File: config.mk
export PLATFORM = sky130hd
export DESIGN_NAME = uart_tx
export DESIGN_NICKNAME = d
export VERILOG_FILES = /design/src/rtl/uart_pkg.sv /design/src/rtl/uart_tx.sv
export SDC_FILE = /design/constraint.sdc
export NUM_CORES = 1
export LEC_CHECK = 0
export BUFFER_PORTS_ARGS = -buffer_cell sky130_fd_sc_hd__clkbuf_2
export CAP_MARGIN = 20
export CORE_MARGIN = 2
export CORE_UTILIZATION = 56
export CTS_BUF_LIST = sky130_fd_sc_hd__clkbuf_8 sky130_fd_sc_hd__clkbuf_16
export DETAILED_ROUTE_END_ITERATION = 10
export PLACE_DENSITY = 0.77
export SYNTH_ARGS = -nofsm -noshare
export SYNTH_HDL_FRONTEND = slang
export SYNTH_SLANG_ARGS = --single-unit
File: constraint.sdc
create_clock -name clk -period 2.6 [get_ports clk]
set_input_delay 0.39 -clock clk [delete_from_list [all_inputs] [get_ports clk]]
set_output_delay 0.39 -clock clk [all_outputs]
set_load 0.01 [all_outputs]
File: src/rtl/uart_pkg.sv
// Shared UART definitions: FSM state type, data width, counter sizing helper.
// Latency: n/a (types and constants only).
// Backpressure: n/a.
package uart_pkg;

  // Shared by uart_tx and uart_rx so both walk the same frame phases.
  typedef enum logic [1:0] {
    IDLE  = 2'd0,
    START = 2'd1,
    DATA  = 2'd2,
    STOP  = 2'd3
  } uart_state_t;

  localparam int UART_DATA_BITS = 8;

  // Width of a down-counter that must hold values up to clks.
  function automatic int uart_cnt_bits(input int clks);
    return $clog2(clks + 1);
  endfunction

endpackage

File: src/rtl/uart_tx.sv
// 8N1 UART transmitter, LSB first, with a one-entry holding register ahead of the shifter.
// Latency: accept at edge N drives the start bit from edge N+1; each bit lasts CLKS_PER_BIT cycles.
// Backpressure: o_tx_ready is low while the holding register is full; a queued byte starts
//               the cycle after o_tx_done, so back-to-back frames have no idle gap.
//
// Ports:
//   clk, rst_n            clock, synchronous active-low reset
//   i_tx_valid/i_tx_data  byte producer handshake (data sampled only on the accept edge)
//   o_tx_ready            holding register empty
//   o_tx_busy             a frame is on the line
//   o_tx_done             one-cycle pulse in the last cycle of each stop bit
//   o_tx_data             registered serial line, idles high
module uart_tx
  import uart_pkg::*;
#(
  parameter int CLKS_PER_BIT = 10
) (
  input  logic                      clk,
  input  logic                      rst_n,
  input  logic                      i_tx_valid,
  input  logic [UART_DATA_BITS-1:0] i_tx_data,
  output logic                      o_tx_ready,
  output logic                      o_tx_busy,
  output logic                      o_tx_done,
  output logic                      o_tx_data
);

  localparam int               CNT_W      = uart_cnt_bits(CLKS_PER_BIT);
  localparam logic [CNT_W-1:0] CNT_RELOAD = CNT_W'(CLKS_PER_BIT - 1);
  localparam logic [CNT_W-1:0] CNT_ONE    = CNT_W'(1);
  localparam logic [2:0]       LAST_BIT   = 3'(UART_DATA_BITS - 1);

  uart_state_t               state_q, state_d;
  logic [CNT_W-1:0]          clk_cnt_q, clk_cnt_d;
  logic [2:0]                bit_cnt_q, bit_cnt_d;
  logic [UART_DATA_BITS-1:0] shift_q, shift_d;
  logic [UART_DATA_BITS-1:0] hold_data_q, hold_data_d;
  logic                      hold_valid_q, hold_valid_d;
  logic                      tx_q, tx_d;

  logic       accept;
  logic       cnt_zero;
  logic       load_hold;
  logic [2:0] next_bit;

  assign accept   = i_tx_valid && !hold_valid_q;
  assign cnt_zero = (clk_cnt_q == '0);
  assign next_bit = bit_cnt_q + 3'd1;

  always_comb begin
    state_d      = state_q;
    clk_cnt_d    = clk_cnt_q;
    bit_cnt_d    = bit_cnt_q;
    shift_d      = shift_q;
    hold_data_d  = hold_data_q;
    hold_valid_d = hold_valid_q;
    tx_d         = tx_q;
    load_hold    = 1'b0;

    case (state_q)
      IDLE: begin
        tx_d = 1'b1;
        if (hold_valid_q) begin
          load_hold = 1'b1;
        end
      end

      START: begin
        if (cnt_zero) begin
          tx_d      = shift_q[0];
          bit_cnt_d = 3'd0;
          clk_cnt_d = CNT_RELOAD;
          state_d   = DATA;
        end else begin
          clk_cnt_d = clk_cnt_q - CNT_ONE;
        end
      end

      DATA: begin
        if (cnt_zero) begin
          clk_cnt_d = CNT_RELOAD;
          // Decide on the last bit index so the 3-bit counter never wraps.
          if (bit_cnt_q == LAST_BIT) begin
            tx_d    = 1'b1;
            state_d = STOP;
          end else begin
            bit_cnt_d = next_bit;
            tx_d      = shift_q[next_bit];
          end
        end else begin
          clk_cnt_d = clk_cnt_q - CNT_ONE;
        end
      end

      STOP: begin
        if (cnt_zero) begin
          // A queued byte chains straight into its start bit.
          if (hold_valid_q) begin
            load_hold = 1'b1;
          end else begin
            state_d = IDLE;
          end
        end else begin
          clk_cnt_d = clk_cnt_q - CNT_ONE;
        end
      end

      default: begin
        state_d = IDLE;
        tx_d    = 1'b1;
      end
    endcase

    if (load_hold) begin
      shift_d      = hold_data_q;
      hold_valid_d = 1'b0;
      tx_d         = 1'b0;
      clk_cnt_d    = CNT_RELOAD;
      state_d      = START;
    end

    // Accept only happens with the holding register empty, so it can never
    // collide with load_hold on the same edge.
    if (accept) begin
      hold_data_d  = i_tx_data;
      hold_valid_d = 1'b1;
    end
  end

  always_ff @(posedge clk) begin
    if (!rst_n) begin
      state_q      <= IDLE;
      clk_cnt_q    <= '0;
      bit_cnt_q    <= '0;
      shift_q      <= '0;
      hold_data_q  <= '0;
      hold_valid_q <= 1'b0;
      tx_q         <= 1'b1;
    end else begin
      state_q      <= state_d;
      clk_cnt_q    <= clk_cnt_d;
      bit_cnt_q    <= bit_cnt_d;
      shift_q      <= shift_d;
      hold_data_q  <= hold_data_d;
      hold_valid_q <= hold_valid_d;
      tx_q         <= tx_d;
    end
  end

  assign o_tx_ready = !hold_valid_q;
  assign o_tx_busy  = (state_q != IDLE);
  assign o_tx_done  = (state_q == STOP) && cnt_zero;
  assign o_tx_data  = tx_q;

endmodule
==> impl_metrics.json <==
{
  "ys_seq_area_frac": 0.4015,
  "post_cts_buffers": 0,
  "cap_viol_max_count": 0,
  "path_class": "flip-flop to flip-flop",
  "finalNetCount": 180,
  "outcome": "finished, final reports clean",
  "post-route-period-util": 0.7464,
  "io_pins": 15,
  "hold_viol": 0,
  "min_period_ns": 1.941,
  "critPathLaunchType": "flip-flop",
  "synthCells": 143,
  "fmax_mhz": 515.3,
  "skew_ns": 0.005137,
  "ctsHoldBuffers": 0,
  "hp-class": "primary input to flip-flop",
  "worst_slew_pin_slew_ns": 0.6265,
  "ys_types": 36,
  "drive_above_1_share": 0.1698,
  "reg2reg_to": "o_tx_data",
  "reg2reg_slack_ns": 0.66,
  "crit_chain": "ha_1, mux4_2, mux2_2, o2111ai_1, o2111ai_1",
  "clk_path_buf_depth": 2,
  "syn_avg_cell_area_um2": 9.415,
  "pre_cts_ws_ns": 0.6605,
  "drt_first_pass_iters": 4,
  "cts.sinks": 27,
  "syn-num-nets": 163,
  "die_h_um": 53.03,
  "min_path_cells": 3,
  "ff2ff_path_depth": 5,
  "p_leak_uw": 0.0006901,
  "tns_ns": 0,
  "route.detailed.drc": 0,
  "setup_slack_ns": 0.6593,
  "grt_start_max_net_pins": 23,
  "vdd_drop_max_mv": 0.6537,
  "setup_viol": 0,
  "cts_tree": "done",
  "hold_end": "hold_valid_q",
  "start_util": 0.6028,
  "clk_pin_slew_ns": 0.09,
  "slew_headroom": 0.5819,
  "syn_area_mm2": 0.001346,
  "antenna_cells": 0,
  "yosys_register_bits": 27,
  "ant_nets": 0,
  "grt_pass1_vias": 1017,
  "cp-end-kind": "flip-flop",
  "synth_top_area_cell": "dfxtp_1",
  "rsz0062_at_grt": "false",
  "synth_top_cell_area_share": 0.4015,
  "wirelength_um": 2599,
  "crit_required_ns": 2.75,
  "cts_buffers": 3,
  "placementRows": 17,
  "dp_hpwl_um": 1988,
  "grt.overflow.total": 0,
  "antenna_found_initial": 0,
  "insertion_delay_ns": 0.28,
  "holdCritStartpoint": "i_tx_valid",
  "die_area_mm2": 0.002812,
  "crit_path_top_delay_cell": "mux4_2",
  "ys_warn_count": 0,
  "ctsResizeCount": 0,
  "crit_fanout": 4,
  "gp_congestion": 0.8225,
  "cts-root-buf": "clkbuf_8",
  "avgRoutedWirePerCell_um": 13.90,
  "path_common_cell": "o2111ai_1",
  "drt_iter0_markers": 13,
  "r2r_start": "bit_cnt_q[0]",
  "core-area_mm2": 0.002233,
  "drv_slew": 0,
  "synthTopCellsByArea": "dfxtp_1, mux2i_1, ha_1",
  "die_w_um": 53.03,
  "fillers": 194,
  "grt_pass1_wl_um": 4429,
  "vias": 1060,
  "port_buffers": 14,
  "cp_data_arrival_time_ns": 2.09,
  "via_per_inst": 5.668,
  "powerDensity_mw_per_mm2": 1052,
  "grt_usage": 0.2224,
  "ctsHtreeMaxLevel": 1,
  "area_delta_synth_final_pct": 11.43,
  "max_stage_delay_ns": 0.52
}
-- state kept, by name, indices dropped and copies added (netlist names) --
signal and cells:
bit_cnt_q 3, state_q 2, hold_valid_q 1, shift_q 8, o_tx_data 1, clk_cnt_q 4, hold_data_q 8
-- report_power, final --
group	internal (µW)	leakage, µW	total [µW]	switching (µW)
clock network	106	0.0000269	234	128
logic	362	0.000443	783	422
registers	490	0.000221	560	70.3
total	958	0.000690	1580	620
-- area by class of cell --
type                    instances  area, µm²  area share
inverters                       7      26.28     0.01751
clock inverters                 1      3.754    0.002502
clock buffers                   3      41.29     0.02752
flip-flops and latches         27      540.5      0.3603
well taps                      28      35.03     0.02335
multi-input cells             103      753.2      0.5021
repair buffers                 18      100.1     0.06672
-- kinds of logic (layout without fill, tap and decap cells) --
family          after synthesis  in the layout  synth area share
fa+ha+maj                     9              9           0.08364
buf+inv                      13             29           0.03904
simple gates                 50             50            0.1822
mux                          20             20            0.1682
flops                        27             27            0.4015
xor+xnor                      1              1          0.006507
compound gates               23             23            0.1190
-- per-stage QoR --
step	instances	hold slack, ns	instance area, µm²	util	total power [µW]
after floorplan	143	0.4356	1346	-	1148
after global placement	183	0.4447	1455	0.6515	1331
after detailed placement	183	0.4585	1455	0.6515	1354
after CTS	187	0.3230	1500	0.6717	1589
after global routing	187	0.3303	1500	0.6717	1701
final	187	0.3241	1500	0.6717	1578
-- cells in the mapped netlist --
cell type / instances
nand3_1: 2
nand4_1: 2
nand2_1: 7
nand3b_1: 1
o22ai_1: 1
ha_1: 9
dfxtp_1: 27
o21bai_1: 1
nor3b_1: 1
o2111ai_1: 2
and4bb_4: 1
clkbuf_1: 5
a21o_1: 2
a221oi_1: 1
xnor2_1: 1
a311oi_1: 1
nor2_1: 26
a31oi_1: 2
mux2i_1: 17
a211oi_1: 1
o21ai_1: 2
nor4b_1: 1
or3_1: 1
o21ai_0: 2
inv_1: 7
buf_4: 1
and3_1: 1
mux4_2: 2
nor2b_1: 4
o32a_2: 1
a221o_1: 1
o32a_1: 1
mux2_2: 1
nor3_1: 2
a21oi_1: 5
or3b_4: 1
-- worst max path at each step --
stage | endpoint | slack [ns] | from | cells after the start
floorplan | o_tx_data | 0.79 | bit_cnt_q[0] | 5
global placement | o_tx_data | 0.69 | bit_cnt_q[0] | 5
detailed placement | shift_q[4] | 0.66 | clk_cnt_q[0] | 7
CTS | o_tx_data | 0.65 | bit_cnt_q[0] | 5
global route | shift_q[4] | 0.51 | state_q[0] | 7
finish | o_tx_data | 0.66 | bit_cnt_q[0] | 5
-- metal layers --
metal,routed length [µm],GRT usage,vias up
li1,-,-,536
met5,0,0,-
met4,39,0.1026,0
met2,1319,0.3813,20
met1,1151,0.2593,500
met3,89,0.05367,4
-- layout by cell type (no fill, tap or decap), drive strengths merged, types with 2 or more instances in the layout --
master   instances
o21ai            4
mux4             2
inv              8
clkbuf          17
ha               9
mux2i           17
o2111ai          2
a21o             2
nand4            2
o32a             2
a31oi            2
nor2            26
buf              4
a21oi            5
dfxtp           27
nor3             2
nor2b            4
nand3            2
nand2            7
-- critical path, delay by kind of cell (launching register included) --
family,cells,cell delay (ns)
DFF,1,0.36
AOI/OAI and AO/OA,2,0.30
adders and majority gates,1,0.37
muxes,2,0.80
(Power assumes the default switching activity.)
